### src/rtl/fifo_rd_stream.sv
// Read-side engine for the dual-clock fifo: pops words via ren/empty/dat_i and re-presents them as a
// valid/ready stream through a 2-entry buffer. Optional burst control is built with FIFO_RD_BURST_EN.
module fifo_rd_stream #(
  parameter int DW    = 4,
  parameter int CNT_W = 8
) (
  input  logic             rclk,
  input  logic             rst_ni,
  input  logic             empty,
  input  logic [DW-1:0]    dat_i,
  output logic             ren,
  output logic [DW-1:0]    m_dat_o,
  output logic             m_vld_o,
  input  logic             m_rdy_i,
  output logic [CNT_W-1:0] cnt_o,
  input  logic             start_i,
  input  logic [CNT_W-1:0] burst_len_i,
  output logic             busy_o,
  output logic             done_o
);

  // Stream handshake: a word moves when m_vld_o & m_rdy_i are both high at a rising rclk; m_dat_o
  // and m_vld_o never change while m_vld_o=1 and m_rdy_i=0.

  logic [DW-1:0] buf0;
  logic [DW-1:0] buf1;
  logic [1:0]    occ;
  logic          infl;
  logic          allow;
  logic          pop;
  logic [1:0]    pend;
  logic          room;

  assign pop     = m_vld_o & m_rdy_i;
  assign m_vld_o = (occ != 2'd0);
  assign m_dat_o = buf0;

  // occ + infl never exceeds 2; a word leaving this cycle frees its slot for a new read.
  assign pend = occ + {1'b0, infl};
  assign room = (pend < 2'd2) | ((pend == 2'd2) & pop);
  assign ren  = ~empty & rst_ni & allow & room;

  always_ff @(posedge rclk or negedge rst_ni) begin
    if (!rst_ni) begin
      buf0  <= '0;
      buf1  <= '0;
      occ   <= 2'd0;
      infl  <= 1'b0;
      cnt_o <= '0;
    end else begin
      infl <= ren;
      if (pop) cnt_o <= cnt_o + 1'b1;
      case ({infl, pop})
        2'b10: begin
          if (occ == 2'd0) buf0 <= dat_i;
          else             buf1 <= dat_i;
          occ <= occ + 2'd1;
        end
        2'b01: begin
          buf0 <= buf1;
          occ  <= occ - 2'd1;
        end
        2'b11: begin
          if (occ == 2'd1) begin
            buf0 <= dat_i;
          end else begin
            buf0 <= buf1;
            buf1 <= dat_i;
          end
        end
        default: ;
      endcase
    end
  end

`ifdef FIFO_RD_BURST_EN
  typedef enum logic [1:0] {S_IDLE, S_RUN, S_DRAIN} state_t;

  localparam logic [CNT_W-1:0] ONE = {{(CNT_W-1){1'b0}}, 1'b1};

  state_t           state;
  state_t           state_nxt;
  logic             done_nxt;
  logic [CNT_W-1:0] len_q;
  logic [CNT_W-1:0] issued_q;

  always_comb begin
    state_nxt = state;
    done_nxt  = 1'b0;
    allow     = 1'b0;
    case (state)
      S_IDLE: begin
        if (start_i) begin
          if (burst_len_i != '0) state_nxt = S_RUN;
          else                   done_nxt  = 1'b1;
        end
      end
      S_RUN: begin
        allow = (issued_q < len_q);
        if (ren && ((issued_q + ONE) == len_q)) state_nxt = S_DRAIN;
      end
      S_DRAIN: begin
        if ((occ == 2'd0) && !infl) begin
          state_nxt = S_IDLE;
          done_nxt  = 1'b1;
        end
      end
      default: state_nxt = S_IDLE;
    endcase
  end

  always_ff @(posedge rclk or negedge rst_ni) begin
    if (!rst_ni) begin
      state    <= S_IDLE;
      done_o   <= 1'b0;
      len_q    <= '0;
      issued_q <= '0;
    end else begin
      state  <= state_nxt;
      done_o <= done_nxt;
      if ((state == S_IDLE) && start_i && (burst_len_i != '0)) begin
        len_q    <= burst_len_i;
        issued_q <= '0;
      end else if (ren) begin
        issued_q <= issued_q + ONE;
      end
    end
  end

  assign busy_o = (state != S_IDLE);
`else
  logic unused_burst_inputs;

  assign unused_burst_inputs = start_i ^ (^burst_len_i);
  assign allow  = 1'b1;
  assign busy_o = 1'b0;
  assign done_o = 1'b0;
`endif

endmodule

### config.mk
export PLATFORM = sky130hd
export DESIGN_NAME = fifo_rd_stream
export DESIGN_NICKNAME = d
export VERILOG_FILES = /design/src/rtl/fifo_rd_stream.sv
export SDC_FILE = /design/constraint.sdc
export NUM_CORES = 1
export LEC_CHECK = 0
export CELL_PAD_IN_SITES_DETAIL_PLACEMENT = 0
export CELL_PAD_IN_SITES_GLOBAL_PLACEMENT = 1
export CORE_MARGIN = 2
export CORE_UTILIZATION = 37
export CTS_BUF_LIST = sky130_fd_sc_hd__clkbuf_8 sky130_fd_sc_hd__clkbuf_16
export CTS_CLUSTER_SIZE = 14
export DETAILED_ROUTE_END_ITERATION = 10
export HOLD_SLACK_MARGIN = 0.15
export PLACE_DENSITY = 0.89
export SLEW_MARGIN = 30
export SYNTH_ARGS = -nofsm -noshare
export SYNTH_HDL_FRONTEND = slang
export SYNTH_SLANG_ARGS = --single-unit
### constraint.sdc
create_clock -name rclk -period 5 [get_ports rclk]
set_input_delay 0.75 -clock rclk [delete_from_list [all_inputs] [get_ports rclk]]
set_output_delay 0.75 -clock rclk [all_outputs]
set_load 0.005 [all_outputs]
* Yosys cells after proc, flatten, opt, wreduce, memory -nomap -nowiden *
Cells that the tools add are included.
Widths: inputs -> output; s select.

cells by class
  add/sub/neg operators = 4
  magnitude comparators = 1
  eq/ne operators = 8
  multiplexer cells = 7
  bitwise operators = 6
  reductions and logical operators = 7

operators by type and width
  operator             number
  $mux 4               4
  $pmux 4 s3           1
  $add 8x1->8 const B  1
  $pmux 4 s2           1
  $eq 2x2->1 const B   3
  $ne 2x2->1 const B   3
  $reduce_bool 2->1    3
  $and 1x1->1          4
  $eq 2x1->1 const B   2
  $pmux 2 s2           1
  $reduce_and 3->1     1
  $reduce_bool 3->1    1
  $add 2x1->2          1
  $add 2x1->2 const B  1
  $logic_not 2->1      1
  $lt 2x2->1 const B   1
  $reduce_and 2->1     1
  $sub 2x1->2 const B  1
  $not 1->1            1
  $or 1x1->1           1

storage, ports and cells
  register bits = 19
  output and inout port bits = 16
  logic and storage cells = 38

* Logic depth before layout (Yosys ltp) *
Gate-level depths: netlist of run 1.

  depth in word-level cells = 5
  mapped depth = 8
  depth with buffers taken out = 8

* Worst setup path before layout of run 1 *
No wires, ideal clock.

  kind = reg2reg
  from = reg occ[0]
  to = reg buf1[0]
  library setup time = 125 ps
  arrival = 1,817 ps
  path slack = 3,057 ps
  cell stages (with the launch flop) = 9
  path buffers = 0
  clock period less this slack = 1,943 ps
  cells stage by stage = dfrtp_1 > inv_1 > ha_1 > nand2b_4 > inv_1 > ha_1 > a22oi_1 > o21a_4 > mux2_4

on the way
  longest elaborated chain between the ends = 5
  elaborated cells on any way between the ends = 11

RTL lines
  element                                                    RTL line  source
  start, declared                                            27        logic [1:0] occ;
  start signal, assigned                                     57        occ <= occ + 2'd1;
  start signal, assigned                                     61        occ <= occ - 2'd1;
  $reduce_bool 2->1 (*)                                      35        assign m_vld_o = (occ != 2'd0);
  $and 1x1->1 (*)                                            34        assign pop = m_vld_o & m_rdy_i;
  net pop                                                    30        logic pop;
  $eq 2x2->1                                                 53        case ({infl, pop})
  $ne 2x2->1 (no line) or $reduce_bool 2->1 (tied branches)  --
  $reduce_and 3->1 (no line)                                 --
  end signal, assigned                                       56        else buf1 <= dat_i;
  end signal, assigned                                       68        buf1 <= dat_i;
  end, declared                                              26        logic [DW-1:0] buf1;

Mark *: on every way through the listed nets, which the timed path passes. The rest lies on a longest branch.
A chain may end at the register's enable or synchronous reset.

* Worst setup path in the final report of run 1 *
  from = in m_rdy_i
  to = out ren

on the way
  longest elaborated chain between the ends = 4

RTL lines
  element          RTL line  source
  start, declared  14        input logic m_rdy_i,
  $and 1x1->1      34
  $and 1x1->1      40        assign room = (pend < 2'd2) | ((pend == 2'd2) & pop);
  $or 1x1->1       40
  $and 1x1->1      41        assign ren = ~empty & rst_ni & allow & room;
  end, declared    11        output logic ren,

No other way between the ends.

==> results of run 1 <==
-- cells in the mapped netlist, drive strengths merged --
| master | number |
|---|---|
| a22oi | 1 |
| nand2 | 6 |
| and3b | 1 |
| buf | 2 |
| mux2 | 5 |
| nand3 | 4 |
| a21o | 1 |
| nand4 | 4 |
| o21a | 1 |
| and3 | 1 |
| nor2b | 2 |
| conb | 1 |
| o21ai | 6 |
| and4b | 1 |
| ha | 8 |
| nand2b | 3 |
| a31oi | 4 |
| xor2 | 1 |
| nor3 | 1 |
| nor2 | 4 |
| xnor2 | 8 |
| dfrtp | 19 |
| inv | 5 |
-- placed cells by master, fill, tap and decap left out, types with 3 or more instances in the layout --
cell	count
nand4_1	4
xnor2_1	8
mux2_4	4
a31oi_1	4
o21ai_0	6
ha_1	8
inv_1	5
clkdlybuf4s50_1	21
clkbuf_8	3
dfrtp_1	19
nor2_1	4
nand2_1	6
nand3_1	4
-- sequential cells by signal, indices dropped and copies added (netlist names) --
register and count:
buf1 4, occ 2, m_dat_o 4, cnt_o 8, infl 1
-- layer usage --
| metal | track usage | vias up | wire length, um |
|---|---|---|---|
| met5 | 0 | - | 0 |
| met4 | 0.0204 | 0 | 0 |
| met3 | 0.0488 | 0 | 87 |
| met2 | 0.208 | 16 | 857 |
| met1 | 0.162 | 342 | 805 |
| li1 | - | 353 | - |
-- report_power, final --
group | leakage [nW] | switching, W | total [W] | internal (W)
clock network | 0.0255 | 0.0000505 | 0.000106 | 0.0000554
logic | 0.325 | 0.000128 | 0.000329 | 0.000201
registers | 0.233 | 0.0000573 | 0.000277 | 0.000220
-- stage by stage --
| step | utilization | std cells |
|---|---|---|
| floorplan | - | 90 |
| global placement | 0.494 | 140 |
| detailed placement | 0.494 | 140 |
| CTS | 0.512 | 144 |
| global route | 0.512 | 144 |
| finish | 0.512 | 144 |
-- final timing paths --
path,startpoint,endpoint,cells past startpoint
max,m_rdy_i,ren,5
min,cnt_o[7]$_DFFE_PN0P_,cnt_o[7]$_DFFE_PN0P_,1
max reg2reg,occ[0]$_DFFE_PN0P_,buf1[0]$_DFFE_PN0P_,8
min reg2reg,cnt_o[7]$_DFFE_PN0P_,cnt_o[7]$_DFFE_PN0P_,1
max in group asynchronous,rst_ni,occ[0]$_DFFE_PN0P_,2
min in group asynchronous,rst_ni,buf1[1]$_DFFE_PN0P_,2
-- final cells by class --
type / count / area share
inverters: 5 / 0.0145
multi-input cells: 64 / 0.384
repair buffers: 22 / 0.169
flip-flops and latches: 19 / 0.368
clock inverters: 1 / 0.00388
clock buffers: 3 / 0.0320
well taps: 30 / 0.0291
-- worst register-to-register path: stages, from the launching register on --
cell	delay [ps]
dfrtp_1	430
inv_1	80
ha_1	240
nand2b_4	200
inv_1	120
ha_1	280
a22oi_1	190
o21a_4	200
mux2_4	300
-- kinds of logic (layout without fill, tap and decap cells) --
logic type,after synthesis,in the layout,synth area share
muxes,5,5,0.0713
AOI/OAI and AO/OA,13,13,0.0850
DFF,19,19,0.475
adders and majority gates,8,8,0.100
other,1,2,0.00375
xor gates and xnor gates,9,9,0.0788
buffers and inverters,7,31,0.0337
and+or+nand+nor,27,27,0.152
==> impl_metrics.py, run 1 <==
metrics = {
    "grt": {
        "grt_pass1_vias": 708,
        "track_usage": 0.127,
        "grt_max_degree": 21,
        "antenna_found_initial": 0,
        "overflow": 0,
        "grt_pass1_wl_um": 3170,
    },
    "clock_tree": {
        "cts_setup_buffers": 0,
        "clkSinkCount": 19,
        "cts_tree": "done",
        "h-tree-depth": 1,
        "clk_pin_slew_ps": 70,
        "clk_latency_ps": 250,
        "clockRootBuffer": "clkbuf_8",
        "cts.hold.buffers_added": 0,
        "cts_buffers": 3,
        "ctsLongestPathBuffers": 2,
        "cts_resized": 0,
    },
    "routing": {
        "routed_wl_um": 1750,
        "drt_pass1_iterations": 4,
        "vias": 711,
        "viasPerCell": 4.94,
        "drc": 0,
        "wl_per_cell_um": 12.2,
        "ant_nets": 0,
        "first_iter_violations": 14,
    },
    "critical_path": {
        "endpoint_kind": "output pin",
        "worstPathMaxFanout": 5,
        "r2r_slack_ps": 2850,
        "cp-start-kind": "primary input",
        "crit_slowest_cell": "clkdlybuf4s50_1",
        "critPathBufInv": 2,
        "cp_cell_sequence": "clkdlybuf4s50_1, nand2b_4, o21ai_0, and3b_1, clkdlybuf4s50_1",
        "cp.required_ps": 4250,
        "arrival_ps": 2200,
        "crit_path_max_incr_delay_ps": 550,
        "path_delay_family": "buffers and inverters",
        "critical_path_class": "in2out",
        "crit_path_frequent_cell": "clkdlybuf4s50_1",
    },
    "timing": {
        "fmax_mhz": 338,
        "fin_setup_tns_ps": 0,
        "finalSetupViolCount": 0,
        "skew_ps": 2.31,
        "final_max_slew_viol_count": 0,
        "fin_ws_ps": 2050,
        "hold_viol_final": 0,
        "hold_ws_ps": 477,
        "timing.final.crit_share": 0.591,
        "layout_min_cycle_time_ps": 2950,
        "rsz0062_at_grt": "false",
    },
    "place": {
        "post_dp_cell_area_sq_um": 1240,
        "port_buffers": 21,
        "gp_congestion": 0.743,
        "dp_worst_setup_slack_ps": 2010,
        "dp_hpwl_um": 1350,
    },
    "die": {
        "core_sq_um": 2520,
        "die_y_um": 56.0,
        "rows": 18,
        "ios": 33,
        "fp.dieW_um": 56.0,
        "initial_core_util": 0.397,
        "die_area_sq_um": 3140,
    },
    "pwr": {
        "pwr_density_cell_nw_per_um2": 552,
        "power_w": 0.000712,
        "irDropWorstVdd_mv": 0.294,
        "p_leak_nw": 0.584,
    },
    "outcome": {
        "status": "finished clean",
    },
    "cells_and_area": {
        "nFillCells": 232,
        "antennaDiodeCount": 0,
        "final_cell_area_sq_um": 1290,
        "regArea_sq_um": 475,
        "syn2layout_area_growth_pct": 29.0,
        "final_nets": 140,
        "drive_gt1_frac": 0.114,
        "multi_input_area_sq_um": 495,
    },
    "synthesis": {
        "synth.distinct_cells": 25,
        "seq_area_frac_synth": 0.475,
        "syn-mean-instance-area_sq_um": 11.2,
        "ys_warn_count": 0,
        "netlist.area_leader.share": 0.475,
        "synth_area_leaders": "dfrtp_1 48%, ha_1 10%, xnor2_1 7.0%",
        "yosysTopAreaCell": "dfrtp_1",
        "netlist_instances": 89,
        "syn_area_sq_um": 1000,
        "synth_seq_cells": 19,
    },
    "job": {
        "maxCapViolCount": 0,
    },
    "worst_hold_path": {
        "hp-class": "reg2reg",
    },
}
Power figures use the tool's default switching activity.
==> run 2: changes to the inputs <==
--- a/config.mk
+++ b/config.mk
@@ -8,12 +8,12 @@
 export CELL_PAD_IN_SITES_DETAIL_PLACEMENT = 0
 export CELL_PAD_IN_SITES_GLOBAL_PLACEMENT = 1
 export CORE_MARGIN = 2
-export CORE_UTILIZATION = 37
+export CORE_UTILIZATION = 31
 export CTS_BUF_LIST = sky130_fd_sc_hd__clkbuf_8 sky130_fd_sc_hd__clkbuf_16
 export CTS_CLUSTER_SIZE = 14
 export DETAILED_ROUTE_END_ITERATION = 10
 export HOLD_SLACK_MARGIN = 0.15
-export PLACE_DENSITY = 0.89
+export PLACE_DENSITY = 0.8
 export SLEW_MARGIN = 30
 export SYNTH_ARGS = -nofsm -noshare
 export SYNTH_HDL_FRONTEND = slang
==> constraint.sdc (replaced) <==
create_clock -name rclk -period 2.7 [get_ports rclk]
set_input_delay 0.405 -clock rclk [delete_from_list [all_inputs] [get_ports rclk]]
set_output_delay 0.405 -clock rclk [all_outputs]
set_load 0.005 [all_outputs]
==> impl_metrics.py, run 2 (synthesis gave the netlist of run 1 again) <==
metrics = {
    "outcome": {
        "status": "finished clean",
    },
    "clock_tree": {
        "cts.hold.buffers_added": 0,
        "h-tree-depth": 1,
        "cts_tree": "done",
        "clk_latency_ps": 250,
        "clk_pin_slew_ps": 70,
        "cts_buffers": 3,
        "cts_resized": 0,
        "cts_setup_buffers": 0,
        "clkSinkCount": 19,
        "ctsLongestPathBuffers": 2,
        "clockRootBuffer": "clkbuf_8",
    },
    "cells_and_area": {
        "syn2layout_area_growth_pct": 30.8,
        "multi_input_area_sq_um": 495,
        "regArea_sq_um": 475,
        "drive_gt1_frac": 0.114,
        "layout_commonest_cell": "clkdlybuf4s50_1",
        "final_cell_mix": "21 x clkdlybuf4s50_1, 19 x dfrtp_1, 8 x xnor2_1, 8 x ha_1",
        "nFillCells": 304,
        "largest_register": "cnt_o",
        "final_nets": 140,
        "instances_no_fill": 158,
        "antennaDiodeCount": 0,
        "largest_reg_flops": 8,
    },
    "critical_path": {
        "worstPathMaxFanout": 5,
        "crit_path_max_incr_delay_ps": 500,
        "cp-start-kind": "register",
        "r2r_start": "occ[0]$_DFFE_PN0P_",
        "critical_path_class": "reg2out",
        "reg2reg_to": "buf1[3]$_DFFE_PN0P_",
        "worstRegToRegCells": 8,
        "endpoint_kind": "output pin",
        "cp_cell_sequence": "inv_1, ha_1, nand2b_4, o21ai_0, and3b_1, clkdlybuf4s50_1",
        "r2r_slack_ps": 540,
        "arrival_ps": 1990,
        "crit_slowest_cell": "clkdlybuf4s50_1",
        "cp.required_ps": 2300,
    },
    "die": {
        "die_area_sq_um": 3700,
        "rows": 20,
        "die_y_um": 60.8,
        "fp.dieW_um": 60.8,
        "ios": 33,
        "core_sq_um": 3050,
        "initial_core_util": 0.328,
    },
    "timing": {
        "rsz0062_at_grt": "false",
        "layout_min_cycle_time_ps": 2390,
        "timing.final.crit_share": 0.887,
        "finalSetupViolCount": 0,
        "skew_ps": 1.44,
        "hold_viol_final": 0,
        "final_max_slew_viol_count": 0,
        "fmax_mhz": 418,
        "fin_setup_tns_ps": 0,
        "fin_ws_ps": 305,
    },
    "pwr": {
        "power_w": 0.00132,
        "p_leak_nw": 0.584,
        "irDropWorstVdd_mv": 0.501,
        "pwr_density_cell_nw_per_um2": 1010,
    },
    "grt": {
        "grt_max_degree": 20,
        "grt_pass1_wl_um": 2930,
        "track_usage": 0.109,
        "antenna_found_initial": 0,
        "overflow": 0,
        "grt_pass1_vias": 659,
    },
    "worst_hold_path": {
        "hp-start": "cnt_o[7]$_DFFE_PN0P_",
        "min_to": "cnt_o[7]$_DFFE_PN0P_",
        "hp-class": "reg2reg",
        "hold-path-cell-count": 1,
    },
    "place": {
        "dp.cells": 154,
        "port_buffers": 21,
        "dp_worst_setup_slack_ps": 441,
        "dp_hpwl_um": 1410,
        "gp_congestion": 0.744,
    },
    "routing": {
        "drc": 0,
        "ant_nets": 0,
        "drt_pass1_iterations": 4,
        "wl_per_cell_um": 11.9,
        "routed_wl_um": 1880,
        "viasPerCell": 4.54,
        "first_iter_violations": 15,
        "vias": 718,
    },
    "job": {
        "maxCapViolCount": 0,
    },
}
## run 2: cell counts in the layout (fill, tap and decap cells not counted)
Identical to the previous run, type by type.
## run 2: cell type report
cell class,instances,area share
tap,44,0.0421
clock buffer,3,0.0315
inverter,5,0.0143
timing repair buffer,22,0.166
multi-input combinational,64,0.379
sequential,19,0.363
clock inverter,1,0.00382
## run 2: worst max path at each step
| stage | startpoint | slack, ps | depth (start not counted) | endpoint |
|---|---|---|---|---|
| floorplan | occ[0]$_DFFE_PN0P_ | 760 | 8 | buf1[0]$_DFFE_PN0P_ |
| global placement | m_rdy_i | 410 | 5 | ren |
| detailed placement | m_rdy_i | 440 | 5 | ren |
| CTS | occ[0]$_DFFE_PN0P_ | 280 | 6 | ren |
| global route | occ[0]$_DFFE_PN0P_ | 150 | 6 | ren |
| finish | occ[0]$_DFFE_PN0P_ | 310 | 6 | ren |
## run 2: per-stage QoR
stage | utilization | hold slack [ps] | area (sq um)
final | 0.429 | 479 | 1310
after global routing | 0.429 | 513 | 1310
after CTS | 0.429 | 485 | 1310
after detailed placement | 0.414 | 475 | 1260
after global placement | 0.414 | 458 | 1260
after floorplan | - | 109 | 1000
## run 2: worst max-delay path: cells and delay by family (launching register included)
family	cells	cell delay, ps
AO/OA/AOI/OAI	1	130
adder cells (fa/ha/maj)	1	260
buffers and inverters	2	560
flip-flops	1	420
AND/OR/NAND/NOR	2	370
## run 2: report_power, final
| group | total [W] | internal, W | switching (W) |
|---|---|---|---|
| logic | 0.000612 | 0.000371 | 0.000241 |
| registers | 0.000514 | 0.000408 | 0.000107 |
| clock network | 0.000195 | 0.000102 | 0.0000924 |
| total | 0.00132 | 0.000881 | 0.000440 |
## run 2: per-layer routing
metal	part of all wire	track usage	vias up	wire, um
met5	0	0	-	0
met4	0.016	0.0528	0	31
met3	0.037	0.0256	2	69
met2	0.44	0.172	20	836
met1	0.50	0.141	340	942
li1	-	-	356	-
==> run 3: changes to the inputs <==
--- a/config.mk
+++ b/config.mk
@@ -10,10 +10,10 @@
 export CORE_MARGIN = 2
 export CORE_UTILIZATION = 31
 export CTS_BUF_LIST = sky130_fd_sc_hd__clkbuf_8 sky130_fd_sc_hd__clkbuf_16
-export CTS_CLUSTER_SIZE = 14
 export DETAILED_ROUTE_END_ITERATION = 10
 export HOLD_SLACK_MARGIN = 0.15
 export PLACE_DENSITY = 0.8
+export RECOVER_POWER = 25
 export SLEW_MARGIN = 30
 export SYNTH_ARGS = -nofsm -noshare
 export SYNTH_HDL_FRONTEND = slang
==> impl_metrics.py, run 3 (synthesis gave the netlist of run 1 again) <==
metrics = {
    "cells_and_area": {
        "syn2layout_area_growth_pct": 30.4,
        "utilization": 0.427,
        "final_cell_mix": "20 x clkdlybuf4s50_1, 19 x dfrtp_1, 8 x xnor2_1, 8 x ha_1",
        "largest_register": "cnt_o",
        "antennaDiodeCount": 0,
        "final_nets": 140,
        "layout_commonest_cell": "clkdlybuf4s50_1",
        "drive_gt1_frac": 0.105,
        "largest_reg_flops": 8,
    },
    "routing": {
        "wl_per_cell_um": 11.9,
        "viasPerCell": 4.56,
        "drc": 0,
        "routed_wl_um": 1880,
        "first_iter_violations": 15,
        "drt_pass1_iterations": 4,
        "vias": 720,
        "ant_nets": 0,
    },
    "place": {
        "dp_worst_setup_slack_ps": 441,
        "dp_hpwl_um": 1410,
        "port_buffers": 21,
        "gp_congestion": 0.744,
    },
    "die": {
        "initial_core_util": 0.328,
        "fp.dieW_um": 60.8,
        "ios": 33,
        "rows": 20,
        "die_y_um": 60.8,
        "core_sq_um": 3050,
        "die_area_sq_um": 3700,
    },
    "critical_path": {
        "cp-start-kind": "register",
        "worstPathMaxFanout": 5,
        "arrival_ps": 1990,
        "endpoint_kind": "output pin",
        "cp.required_ps": 2300,
        "critical_path_class": "reg2out",
    },
    "grt": {
        "grt_max_degree": 20,
        "grt_pass1_vias": 659,
        "grt_pass1_wl_um": 2930,
        "antenna_found_initial": 0,
        "track_usage": 0.109,
        "overflow": 0,
    },
    "clock_tree": {
        "clk_pin_slew_ps": 70,
        "clkSinkCount": 19,
        "cts_setup_buffers": 0,
        "clockRootBuffer": "clkbuf_8",
        "cts_tree": "done",
        "ctsLongestPathBuffers": 2,
        "clk_latency_ps": 250,
        "cts.hold.buffers_added": 0,
        "cts_buffers": 3,
        "h-tree-depth": 1,
        "cts_resized": 0,
    },
    "pwr": {
        "p_leak_nw": 0.581,
        "irDropWorstVdd_mv": 0.497,
        "power_w": 0.00132,
        "pwr_density_cell_nw_per_um2": 1010,
    },
    "timing": {
        "skew_ps": 1.44,
        "worst_pin_slew_ps": 1040,
        "maxSlewHeadroom": 0.306,
        "hold_viol_final": 0,
        "layout_min_cycle_time_ps": 2390,
        "rsz0062_at_grt": "false",
        "fin_ws_ps": 305,
        "finalSetupViolCount": 0,
        "timing.final.crit_share": 0.887,
        "fmax_mhz": 418,
        "hold_ws_ps": 475,
        "fin_setup_tns_ps": 0,
        "final_max_slew_viol_count": 0,
    },
    "outcome": {
        "status": "finished clean",
    },
    "worst_hold_path": {
        "hp-class": "reg2reg",
    },
    "job": {
        "maxCapViolCount": 0,
    },
}
==> run 3: cell count changes in the layout (fill, tap and decap cells not counted) <==
cell / previous run / this run
clkdlybuf4s50_1: 21 / 20
dlygate4sd3_1: 0 / 1
clkbuf_1: 0 / 1
buf_4: 1 / 0
==> run 3: cell type report <==
class | instances | area (sq um)
fill | 303 | 1750
clock buffer | 3 | 41.3
timing repair buffer | 22 | 214
sequential | 19 | 475
multi-input combinational | 64 | 495
tap | 44 | 55.1
clock inverter | 1 | 5.00
inverter | 5 | 18.8
==> run 3: power breakdown <==
group          switching, W  internal [W]  total (W)
Combinational      0.000240      0.000370   0.000611
Clock             0.0000924      0.000102   0.000195
Sequential         0.000106      0.000408   0.000514
==> run 3: path summary, 6_finish.rpt <==
path	startpoint	endpoint	slack, ps	cells past startpoint
hold / removal	cnt_o[7]$_DFFE_PN0P_	cnt_o[7]$_DFFE_PN0P_	470	1
setup / recovery	occ[0]$_DFFE_PN0P_	ren	310	6
max in group asynchronous	rst_ni	cnt_o[4]$_DFFE_PN0P_	1130	2
hold reg to reg	cnt_o[7]$_DFFE_PN0P_	cnt_o[7]$_DFFE_PN0P_	470	1
setup reg to reg	occ[0]$_DFFE_PN0P_	buf1[3]$_DFFE_PN0P_	540	8
min in group asynchronous	rst_ni	m_dat_o[2]$_DFFE_PN0P_	940	2
==> run 3: per-stage QoR <==
| stage | instance area, sq um | std cells |
|---|---|---|
| after floorplan | 1000 | 90 |
| after global placement | 1260 | 154 |
| after detailed placement | 1260 | 154 |
| after CTS | 1310 | 158 |
| after global routing | 1310 | 158 |
| final | 1310 | 158 |
==> run 3: metal layers <==
layer | vias to the layer above | wire length [um] | global-route usage
li1 | 356 | - | -
met1 | 342 | 930 | 0.141
met2 | 20 | 837 | 0.172
met3 | 2 | 79 | 0.0256
met4 | 0 | 31 | 0.0528
met5 | - | 0 | 0
==> run 3: worst max-delay path: stages, from the launching register on <==
cell and delay (ps):
dfrtp_1 420, inv_1 60, ha_1 260, nand2b_4 190, o21ai_0 130, and3b_1 180, clkdlybuf4s50_1 500
